<file path="src/rtl/core_seq_ctrl_if.sv">
// Instruction-memory handshake bundle for core_seq_ctrl.
// master: the sequencer (issues requests), slave: the instruction memory.
interface core_seq_ctrl_if;
   logic        imem_req;
   logic [31:0] imem_addr;
   logic        imem_ack;
   logic [31:0] imem_rdata;

   modport master (output imem_req, output imem_addr, input imem_ack, input imem_rdata);
   modport slave  (input imem_req, input imem_addr, output imem_ack, output imem_rdata);
endinterface

</file>
<file path="src/rtl/core_seq_ctrl.sv">
// core_seq_ctrl: multi-cycle FETCH -> DECODE -> EXEC -> WB sequencer for the RV32E core.
// Owns pc/ir, drives the imem handshake, selects ALU operands, produces the
// register-file write and the next pc. A misaligned jump/taken-branch target
// or an imem timeout or an illegal decode parks the FSM in FAULT until reset.
// Optional macro CORE_SEQ_PERF_EN adds cycle/instret counters; when undefined
// the counter ports are tied to zero.
module core_seq_ctrl #(
   parameter logic [31:0] RESET_PC     = 32'h0000_0000,
   parameter int unsigned IMEM_TIMEOUT = 16
) (
   input  logic                   clk,
   input  logic                   rst_n,
   core_seq_ctrl_if.master        imem,
   output logic [31:0]            ir,
   input  logic [4:0]             op_sel,
   input  logic                   dec_illegal,
   input  logic [31:0]            imm,
   output logic                   alu_src_a_pc,
   output logic                   alu_src_b_imm,
   input  logic [31:0]            alu_result,
   input  logic                   branch_taken,
   input  logic                   stall,
   output logic                   rf_we,
   output logic [31:0]            rf_wdata,
   output logic [31:0]            pc,
   output logic                   retire,
   output logic                   halt,
   output logic [2:0]             state,
   output logic [31:0]            cycle_cnt,
   output logic [31:0]            instret_cnt
);

   typedef enum logic [2:0] {
      S_FETCH  = 3'd0,
      S_DECODE = 3'd1,
      S_EXEC   = 3'd2,
      S_WB     = 3'd3,
      S_FAULT  = 3'd7
   } state_t;

   localparam logic [7:0] TMAX = 8'(IMEM_TIMEOUT - 1);

   state_t      st;
   logic [7:0]  tcnt;
   logic        req_q;
   logic [31:0] npc_q;

   logic        is_br;
   logic        jump_c;
   logic        mis_c;
   logic [31:0] pc_plus4;
   logic [31:0] npc_c;
   logic [31:0] wdata_c;

   assign imem.imem_req  = req_q;
   assign imem.imem_addr = pc;
   assign state          = st;

   // Next-pc, write data and misalignment check for the instruction in EXEC.
   always_comb begin
      is_br    = (op_sel >= 5'd17) && (op_sel <= 5'd20);
      pc_plus4 = pc + 32'd4;
      npc_c    = pc_plus4;
      jump_c   = 1'b0;
      wdata_c  = alu_result;
      if (is_br && branch_taken) begin
         npc_c  = pc + imm;
         jump_c = 1'b1;
      end
      if (op_sel == 5'd23) begin
         npc_c   = pc + imm;
         jump_c  = 1'b1;
         wdata_c = pc_plus4;
      end
      if (op_sel == 5'd24) begin
         npc_c   = {alu_result[31:1], 1'b0};
         jump_c  = 1'b1;
         wdata_c = pc_plus4;
      end
      if (op_sel == 5'd21) begin
         wdata_c = imm;
      end
      mis_c = jump_c & npc_c[1];
   end

   // Sequencer FSM with registered handshake, writeback and status outputs.
   always_ff @(posedge clk or negedge rst_n) begin
      if (!rst_n) begin
         st            <= S_FETCH;
         pc            <= RESET_PC;
         ir            <= '0;
         tcnt          <= '0;
         req_q         <= 1'b0;
         npc_q         <= '0;
         alu_src_a_pc  <= 1'b0;
         alu_src_b_imm <= 1'b0;
         rf_we         <= 1'b0;
         rf_wdata      <= '0;
         retire        <= 1'b0;
         halt          <= 1'b0;
      end else begin
         rf_we  <= 1'b0;
         retire <= 1'b0;
         case (st)
            S_FETCH: begin
               if (imem.imem_ack) begin
                  ir    <= imem.imem_rdata;
                  tcnt  <= '0;
                  req_q <= 1'b0;
                  st    <= S_DECODE;
               end else if (tcnt == TMAX) begin
                  tcnt  <= '0;
                  req_q <= 1'b0;
                  halt  <= 1'b1;
                  st    <= S_FAULT;
               end else begin
                  tcnt  <= tcnt + 8'd1;
                  req_q <= 1'b1;
               end
            end
            S_DECODE: begin
               if (dec_illegal || (op_sel > 5'd24)) begin
                  halt <= 1'b1;
                  st   <= S_FAULT;
               end else begin
                  alu_src_b_imm <= ((op_sel >= 5'd9) && (op_sel <= 5'd16)) || (op_sel == 5'd22);
                  alu_src_a_pc  <= (op_sel == 5'd22);
                  st            <= S_EXEC;
               end
            end
            S_EXEC: begin
               // A bad target faults straight from EXEC so WB never shows a write.
               if (!stall) begin
                  if (mis_c) begin
                     halt <= 1'b1;
                     st   <= S_FAULT;
                  end else begin
                     npc_q    <= npc_c;
                     rf_we    <= ~is_br;
                     rf_wdata <= wdata_c;
                     retire   <= 1'b1;
                     st       <= S_WB;
                  end
               end
            end
            S_WB: begin
               pc    <= npc_q;
               req_q <= 1'b1;
               st    <= S_FETCH;
            end
            S_FAULT: begin
               halt  <= 1'b1;
               req_q <= 1'b0;
            end
            default: begin
               halt  <= 1'b1;
               req_q <= 1'b0;
               st    <= S_FAULT;
            end
         endcase
      end
   end

`ifdef CORE_SEQ_PERF_EN
   // Free-running cycle and retired-instruction counters.
   always_ff @(posedge clk or negedge rst_n) begin
      if (!rst_n) begin
         cycle_cnt   <= '0;
         instret_cnt <= '0;
      end else begin
         if (st != S_FAULT) cycle_cnt <= cycle_cnt + 32'd1;
         if (retire) instret_cnt <= instret_cnt + 32'd1;
      end
   end
`else
   assign cycle_cnt   = '0;
   assign instret_cnt = '0;
`endif

endmodule

</file>
<file path="src/flat_wrapper.sv">
// flat-port wrapper written by rule: the top's interface ports become plain ports
module core_seq_ctrl_flat 
#(
   parameter logic [31:0] RESET_PC     = 32'h0000_0000,
   parameter int unsigned IMEM_TIMEOUT = 16
)
  (clk, rst_n, ir, op_sel, dec_illegal, imm, alu_src_a_pc, alu_src_b_imm, alu_result, branch_taken, stall, rf_we, rf_wdata, pc, retire, halt, state, cycle_cnt, instret_cnt, imem_imem_req, imem_imem_addr, imem_imem_ack, imem_imem_rdata);
  core_seq_ctrl_if imem_i ();
  input  logic clk;
  input  logic rst_n;
  output logic [31:0] ir;
  input  logic [4:0] op_sel;
  input  logic dec_illegal;
  input  logic [31:0] imm;
  output logic alu_src_a_pc;
  output logic alu_src_b_imm;
  input  logic [31:0] alu_result;
  input  logic branch_taken;
  input  logic stall;
  output logic rf_we;
  output logic [31:0] rf_wdata;
  output logic [31:0] pc;
  output logic retire;
  output logic halt;
  output logic [2:0] state;
  output logic [31:0] cycle_cnt;
  output logic [31:0] instret_cnt;
  output wire logic [$bits(imem_i.imem_req)-1:0] imem_imem_req;
  output wire logic [$bits(imem_i.imem_addr)-1:0] imem_imem_addr;
  input wire logic [$bits(imem_i.imem_ack)-1:0] imem_imem_ack;
  input wire logic [$bits(imem_i.imem_rdata)-1:0] imem_imem_rdata;
  assign imem_imem_req = imem_i.imem_req;
  assign imem_imem_addr = imem_i.imem_addr;
  assign imem_i.imem_ack = imem_imem_ack;
  assign imem_i.imem_rdata = imem_imem_rdata;
  core_seq_ctrl #(.RESET_PC(RESET_PC), .IMEM_TIMEOUT(IMEM_TIMEOUT)) u_core (.clk(clk), .rst_n(rst_n), .imem(imem_i), .ir(ir), .op_sel(op_sel), .dec_illegal(dec_illegal), .imm(imm), .alu_src_a_pc(alu_src_a_pc), .alu_src_b_imm(alu_src_b_imm), .alu_result(alu_result), .branch_taken(branch_taken), .stall(stall), .rf_we(rf_we), .rf_wdata(rf_wdata), .pc(pc), .retire(retire), .halt(halt), .state(state), .cycle_cnt(cycle_cnt), .instret_cnt(instret_cnt));
endmodule
</file>
<file path="config.mk">
export PLATFORM = sky130hd
export DESIGN_NAME = core_seq_ctrl_flat
export DESIGN_NICKNAME = d
export VERILOG_FILES = /design/src/rtl/core_seq_ctrl_if.sv /design/src/rtl/core_seq_ctrl.sv /design/src/flat_wrapper.sv
export SDC_FILE = /design/constraint.sdc
export NUM_CORES = 1
export LEC_CHECK = 0
export ABC_CLOCK_PERIOD_IN_PS = 3700
export BUFFER_PORTS_ARGS = -buffer_cell sky130_fd_sc_hd__buf_2
export CAP_MARGIN = 20
export CORE_UTILIZATION = 35
export CTS_CLUSTER_DIAMETER = 200
export DETAILED_ROUTE_END_ITERATION = 6
export PLACE_DENSITY = 0.69
export SETUP_SLACK_MARGIN = 0.05
export SLEW_MARGIN = 20
export SYNTH_ARGS = -nofsm -noshare
export SYNTH_HDL_FRONTEND = slang
export SYNTH_SLANG_ARGS = --single-unit
</file>
<file path="constraint.sdc">
create_clock -name clk -period 3.7 [get_ports clk]
set_input_delay 0.185 -clock clk [delete_from_list [all_inputs] [get_ports clk]]
set_output_delay 0.185 -clock clk [all_outputs]
set_load 0.01 [all_outputs]
</file>
; Yosys cells after proc, flatten, opt, wreduce, memory -nomap -nowiden
; Cells that the tools add are included.
[totals]
inputBits = 107
register_bits = 145
out_inout_bits = 201
wordCells = 86
[op_classes]
n_addsub = 3
order_cmp = 5
n_reduce_logical = 12
n_bitwise = 7
eq_ne = 15
muxes = 32
[op_table]
columns = op, count
row1 = $mux W32, 6
row2 = $add A32 B3 Y32 const B, 1
row3 = $add A32 B32 Y32, 1
row4 = $eq A5 B5 Y1 const B, 4
row5 = $mux W1, 16
row6 = $mux W8, 2
row7 = $mux W3, 5
row8 = $pmux W3 S5, 1
row9 = $le A5 B5 Y1 const B, 2
row10 = $add A8 B1 Y8 const B, 1
row11 = $eq A8 B4 Y1 const B, 1
row12 = $eq A3 B2 Y1 const B, 2
row13 = $ne A2 B1 Y1 const B, 3
row14 = $not A1 Y1, 6
row15 = $reduce_and A3 Y1, 2
row16 = $reduce_and A6 Y1, 1
row17 = $ge A5 B4 Y1 const B, 1
row18 = $ge A5 B5 Y1 const B, 1
row19 = $gt A5 B5 Y1 const B, 1
row20 = $ne A2 B2 Y1 const B, 2
row21 = $pmux W1 S4, 1
row22 = $reduce_and A2 Y1, 2
row23 = $eq A3 B1 Y1 const B, 1
row24 = $eq A3 B3 Y1 const B, 1
row25 = other kinds (7), 10

; Longest topological paths before layout
; Gate-level depths: netlist of run 1.
[logic_depth]
depth_word = 10
ltp_mapped = 12

; Least setup slack after synthesis of run 1
; Ideal clock, no wire load.
[synth_timing]
path_type = register -> register
from = register u_core.pc[0], in the netlist u_core.imem.imem_addr[0]
to = register u_core.npc_q[28]
path_stages_with_launch = 12
setup_ns = 0.138
period_less_slack_ns = 2.767
t_arrival_ns = 2.628
slack_ns = 0.933
required_time_ns = 3.562
cell_sequence = dfrtp_1 > ha_1 > inv_1 > fa_1 > nand2b_1 > a21oi_1 > o211ai_1 > a211o_1 > a2111oi_0 > o31ai_1 > a31oi_1 > a31oi_1
[synth_via]
elab_chain_cells = 7
[synth_lines]
columns = item, line_no
row1 = from (decl), core_seq_ctrl.sv:25  ; output logic [31:0] pc,
row2 = from (signal assigned), core_seq_ctrl.sv:147  ; pc <= npc_q;
row3 = $add A32 B3 Y32 or $add A32 B32 Y32 (tied branches), "core_seq_ctrl.sv:62, core_seq_ctrl.sv:67, core_seq_ctrl.sv:71"
row4 = $mux W32, core_seq_ctrl.sv:66  ; if (is_br && branch_taken) begin
row5 = $mux W32 (*), core_seq_ctrl.sv:70  ; if (op_sel == 5'd23) begin
row6 = $mux W32 (*), core_seq_ctrl.sv:75  ; if (op_sel == 5'd24) begin
row7 = $and A1 B1 Y1, core_seq_ctrl.sv:83  ; mis_c = jump_c & npc_c[1];
row8 = $not A1 Y1 (no line), --
row9 = $reduce_and A3 Y1 (no line), --
row10 = to (signal assigned), core_seq_ctrl.sv:138  ; npc_q <= npc_c;
row11 = to (decl), core_seq_ctrl.sv:46  ; logic [31:0] npc_q;
; Every way passes the cells marked *; elsewhere a longest branch is shown, timed or not.
; A chain may end at the register's enable or synchronous reset.

; Worst setup path in the final report of run 1
; Same ends and word-level chain as after synthesis.

==> flow_metrics.py, run 1 <==
metrics = {
    "run_status": {
        "status": "finished, final reports clean",
    },
    "layout": {
        "diodes": 0,
        "area_growth_pct": 19.6,
        "utilization": 0.426,
        "multi_input_area_um2": 5480,
        "drive_gt1_frac": 0.284,
        "seq_area_um2": 3630,
        "final_nets": 1460,
        "fillCellCount": 2738,
    },
    "cts": {
        "cts_tree": "built",
        "htree_levels": 4,
        "clock-root-buffer": "clkbuf_16",
        "post_cts_buffers": 0,
        "clk_pin_slew_ns": 0.06,
        "cts-resized-gates": 0,
        "numCtsBuffers": 17,
        "clkLatencyLatePin_ns": 0.44,
        "ctsHoldBuffers": 29,
        "cts.sinks": 145,
        "cts_buffer_depth": 2,
    },
    "critical_path": {
        "startpoint_type": "register",
        "startpoint": "u_core.imem.imem_addr[0]",
        "reg2reg_slack_ns": 0.42,
        "crit_path_end": "u_core.npc_q[28]",
        "worstReg2RegStart": "u_core.imem.imem_addr[0]",
        "r2r_end": "u_core.npc_q[28]",
        "arrival_ns": 3.57,
        "end_kind": "register",
        "required_ns": 4.00,
        "reg2regPathDepth": 11,
        "path_class": "reg -> reg",
        "crit_fanout": 6,
    },
    "yosys": {
        "synth-seq-cells": 145,
        "yosys.area.top_type": "dfrtp_1",
        "syn_inst": 1109,
        "yosys.area.top_type_share": 0.366,
        "ys.flop_type": "dfrtp_1",
        "avgSynthCellArea_um2": 8.94,
        "synth_edf_count": 0,
        "ys_warn_count": 0,
        "synthDistinctLibCells": 72,
        "synth.top_cells.by_count": "dfrtp_1 (145), nand2_1 (106), buf_4 (100), o21ai_0 (86), nor2_1 (83)",
        "ys_top_cells_by_area": "dfrtp_1 (37%), mux2_2 (7.7%), buf_4 (7.6%)",
        "synthesis.area_um2": 9910,
        "synth_seq_area_share": 0.366,
        "ys_async_sr_fraction": 1.00,
        "yosysMostFrequentCell": "dfrtp_1",
    },
    "drt": {
        "drt_iter0_markers": 637,
        "vias_per_cell": 5.21,
        "first_pass_iters": 5,
        "drt-total-wl_mm": 31.0,
        "routedWlPerCell_um": 18.1,
        "ant_nets": 0,
        "vias": 8914,
        "drc": 0,
    },
    "die": {
        "die_area_um2": 29000,
        "placementRows": 61,
        "initial_core_util": 0.356,
        "pin_count": 308,
        "die_h_um": 170,
        "die-width_um": 170,
        "core_um2": 27900,
    },
    "place": {
        "dp_hpwl_mm": 22.3,
        "port_buffers": 243,
        "gp_congestion": 0.886,
    },
    "global_route": {
        "grt_pass1_wl_mm": 47.0,
        "antenna_found_initial": 1,
        "track_usage": 0.212,
        "grt_pass1_vias": 8483,
        "grt_overflow_total": 0,
        "grt_max_degree": 107,
    },
    "sta": {
        "min_period_over_period": 0.886,
        "max_slew_margin": 0.344,
        "fin_setup_tns_ns": 0,
        "drv_slew": 0,
        "fmax_mhz": 305,
        "hold_viol": 0,
        "rsz0062_at_grt": "false",
        "fin_skew_ns": 0.0134,
        "finalSetupViolCount": 0,
        "fin_crit_ns": 3.28,
        "worst_pin_slew_ns": 0.984,
    },
    "power_and_ir_drop": {
        "power.density_nw_per_um2": 638,
        "power_leakage_nw": 5.83,
        "peakVddDrop_uv": 333,
    },
    "min_path": {
        "worstHoldPathType": "in -> reg",
        "worst_hold_path.num_cells": 2,
    },
    "run": {
        "drv_cap": 0,
    },
}
[cell families after synthesis]
logic type | Yosys count | share of synthesized area
fa+ha+maj | 34 | 0.0437
xor+xnor | 47 | 0.0415
flops | 145 | 0.366
mux | 83 | 0.0929
buf+inv | 170 | 0.107
other cells | 1 | 0.000378
compound gates | 304 | 0.191
simple gates | 325 | 0.158
[per-stage QoR]
stage | setup slack [ns] | hold slack (ns) | instances | area [um2] | power, mW
floorplan | 0.933 | -0.111 | 1172 | 10200 | 4.74
global placement | 0.599 | 0.377 | 1649 | 10900 | 5.67
detailed placement | 0.466 | 0.395 | 1649 | 10900 | 5.71
CTS | 0.456 | 0.000573 | 1710 | 11900 | 7.61
global route | 0.171 | 0.00528 | 1710 | 11900 | 8.11
finish | 0.422 | 0.00531 | 1710 | 11900 | 7.56
[critical path: stages (launching register included)]
cell	delay, ns
dfrtp_1	0.43
ha_1	0.20
inv_1	0.05
fa_1	0.40
nand2b_1	0.20
a21oi_1	0.26
o211ai_1	0.26
a211o_1	0.38
a2111oi_0	0.57
o31ai_1	0.11
a31oi_1	0.19
a31oi_1	0.10
[state kept, by name (all words and copies together) (netlist names), 3 cells and up]
name and cells:
u_core.ir 32, u_core.rf_wdata 32, u_core.state 3, u_core.imem.imem_addr 32
u_core.tcnt 8, u_core.npc_q 32
[routing by layer]
| layer | vias to the layer above | GRT usage | wire (um) |
|---|---|---|---|
| met3 | 64 | 0.0426 | 1870 |
| met2 | 357 | 0.342 | 14300 |
| li1 | 4274 | - | - |
| met4 | 2 | 0.0960 | 1050 |
| met1 | 4217 | 0.274 | 13800 |
| met5 | - | 0 | 13 |
[worst min-delay path by stage]
stage | endpoint | startpoint | slack (ns)
detailed placement | u_core.ir[10] | rst_n | 0.39
finish | u_core.ir[15] | imem_imem_rdata[15] | 0.005
CTS | u_core.ir[15] | imem_imem_rdata[15] | 0.0006
global placement | u_core.ir[5] | rst_n | 0.38
global route | u_core.ir[24] | imem_imem_rdata[24] | 0.005
floorplan | u_core.alu_src_a_pc | rst_n | -0.11
[cell usage in the layout, fill, tap and decap left out, drive strengths merged, types with 23 or more instances in the layout]
cell           n
buf          255
nor2          84
o21ai         97
mux2          69
conb          64
a211oi        36
nand2        107
a21oi         78
nand3         33
dfrtp        145
xnor2         23
ha            33
dlygate4sd3   29
xor2          24
[final cells by class]
cell class / instances / area share
multi-input combinational: 857 / 0.462
sequential: 145 / 0.306
timing repair buffer: 284 / 0.135
tap: 378 / 0.0399
clock buffer: 18 / 0.0370
clock inverter: 14 / 0.0150
inverter: 14 / 0.00443
[power breakdown]
part | internal (mW) | switching, mW
clock | 1.09 | 0.746
sequential | 2.08 | 0.543
combinational | 1.35 | 1.75
total | 4.52 | 3.04
Power figures use the tool's default switching activity.
==> inputs of run 2 (changes only) <==
REMOVE_ABC_BUFFERS = 1   (was unset)
==> flow_metrics.py, run 2 (synthesized netlist as in run 1, its figures left out) <==
metrics = {
    "layout": {
        "drive_gt1_frac": 0.285,
        "mostFrequentLayoutCells": "buf_2 (242), dfrtp_1 (145), nand2_1 (106)",
        "area_growth_pct": 19.9,
        "final_nets": 1464,
        "layout_commonest_cell": "buf_2",
        "fillCellCount": 2760,
    },
    "sta": {
        "rsz0062_at_grt": "false",
        "worst_pin_slew_ns": 0.995,
        "drv_slew": 0,
        "fin_crit_ns": 3.22,
        "fmax_mhz": 311,
        "finalSetupViolCount": 0,
        "max_slew_margin": 0.333,
        "fin_skew_ns": 0.0125,
        "min_period_over_period": 0.870,
        "hold_viol": 0,
        "fin_setup_tns_ns": 0,
    },
    "global_route": {
        "track_usage": 0.206,
        "antenna_found_initial": 4,
        "grt_overflow_total": 0,
        "grt_max_degree": 91,
        "grt_pass1_wl_mm": 46.1,
        "grt_pass1_vias": 8450,
        "globalRouteMet1Util": 0.268,
        "grtUsageMet2": 0.341,
        "use_met3": 0.0391,
        "grt_busiest_layer": "met2",
    },
    "cts": {
        "cts.sinks": 145,
        "numCtsBuffers": 17,
        "clock-root-buffer": "clkbuf_16",
        "clkLatencyLatePin_ns": 0.43,
        "post_cts_buffers": 0,
        "cts_tree": "built",
        "clk_pin_slew_ns": 0.07,
        "cts_buffer_depth": 2,
        "htree_levels": 4,
    },
    "critical_path": {
        "required_ns": 3.99,
        "path_class": "reg -> reg",
        "cp_cell_sequence": "ha_1, inv_1, fa_1, nand2b_1, a21oi_1, o211ai_1, a211o_1, a2111oi_0, o31ai_1, a31oi_1, a31oi_1",
        "r2r_end": "u_core.npc_q[28]",
        "crit_fanout": 6,
        "worstReg2RegStart": "u_core.imem.imem_addr[0]",
        "end_kind": "register",
        "slowest_delay_ns": 0.56,
        "crit_top_cell": "a31oi_1",
        "startpoint_type": "register",
        "reg2regPathDepth": 11,
        "critPathSlowestCell": "a2111oi_0",
        "arrival_ns": 3.51,
        "reg2reg_slack_ns": 0.48,
    },
    "place": {
        "dp_hpwl_mm": 21.5,
        "port_buffers": 243,
        "gp_congestion": 0.897,
    },
    "drt": {
        "first_pass_iters": 5,
        "vias": 8870,
        "drt-total-wl_mm": 29.6,
        "ant_nets": 0,
        "drt_iter0_markers": 467,
        "drc": 0,
        "routedWlPerCell_um": 17.2,
        "vias_per_cell": 5.17,
    },
    "die": {
        "die-width_um": 170,
        "die_h_um": 170,
        "die_area_um2": 29000,
        "core_um2": 27900,
        "pin_count": 308,
        "initial_core_util": 0.356,
        "placementRows": 61,
    },
    "power_and_ir_drop": {
        "p_switching_mw": 3.05,
        "power_leakage_nw": 5.84,
        "p_clk_frac": 0.231,
        "p_int_mw": 4.38,
        "peakVddDrop_uv": 373,
        "switching_share": 0.410,
        "total_power_mw": 7.43,
        "power.density_nw_per_um2": 625,
        "p_comb_frac": 0.417,
        "p_seq_frac": 0.353,
    },
    "run": {
        "drv_cap": 0,
    },
    "min_path": {
        "min_to": "u_core.ir[12]",
        "worst_hold_path.num_cells": 2,
        "holdCritStartpoint": "imem_imem_rdata[12]",
        "worstHoldPathType": "in -> reg",
    },
    "run_status": {
        "status": "finished, final reports clean",
    },
}
[run 2: cell count changes in the layout (fill, tap and decap cells not counted)]
cell	previous run	this run
inv_6	4	6
diode_2	0	3
clkinv_4	1	3
inv_8	1	2
clkinv_2	2	0
a21oi_4	0	1
buf_4	12	14
clkbuf_8	1	0
clkinvlp_4	3	2
buf_12	0	2
clkbuf_1	0	1
a21oi_2	1	0
bufinv_16	3	1
[run 2: cell type report]
type | instances | area [um2] | share of cell area
repair buffers | 288 | 1660 | 0.140
inverters | 14 | 52.6 | 0.00442
clock buffers | 18 | 429 | 0.0361
multi-input cells | 857 | 5490 | 0.462
well taps | 378 | 473 | 0.0398
flip-flops and latches | 145 | 3630 | 0.305
clock inverters | 14 | 146 | 0.0123
diodes | 3 | 7.51 | 0.000632
[run 2: worst max-delay path by stage]
stage | from | endpoint | cells after the start
after global placement | u_core.imem.imem_addr[0] | u_core.npc_q[28] | 11
after global routing | u_core.imem.imem_addr[0] | u_core.npc_q[28] | 11
after floorplan | op_sel[3] | u_core.rf_wdata[18] | 4
final | u_core.imem.imem_addr[0] | u_core.npc_q[28] | 11
after detailed placement | u_core.imem.imem_addr[0] | u_core.npc_q[28] | 11
after CTS | u_core.imem.imem_addr[0] | u_core.npc_q[28] | 11
[run 2: routing by layer]
metal	vias to the layer above	part of all wire
met5	-	0.00044
li1	4264	-
met4	2	0.018
met3	35	0.067
met2	359	0.47
met1	4210	0.45
[run 2: what timing repair did]
| item | 4_1_cts | 5_1_grt |
|---|---|---|
| resized for setup | 0 | 0 |
| hold endpoints to repair | 117 | 0 |
| hold buffers | 29 | 0 |
[run 2: metrics by stage]
stage	setup WS (ns)	hold WS, ns	cell area (um2)	utilization	instances
after CTS	0.501	0.00132	11900	0.426	1714
after detailed placement	0.497	0.346	11000	0.395	1653
after global placement	0.705	0.339	11000	0.395	1653
after global routing	0.308	0.00269	11900	0.426	1715
final	0.481	0.0145	11900	0.427	1717
after floorplan	-0.689	-0.111	9150	-	1016
[run 2: critical path: cells and delay by family (launching register included)]
kind                     cells  cell delay [ns]
buffers and inverters        1             0.05
AND/OR/NAND/NOR              1             0.19
AO/OA/AOI/OAI                7             1.84
flip-flops                   1             0.42
adder cells (fa/ha/maj)      2             0.58
[run 2: power groups by stage]
stage          clock network [mW]  registers (mW)  logic, mW
6_report                     1.71            2.62       3.10
5_1_grt                      1.83            2.70       3.46
4_1_cts                      1.75            2.61       3.09
3_5_place_dp                    0            2.64       3.04
3_3_place_gp                    0            2.62       3.01
2_1_floorplan                   0            2.74       1.76
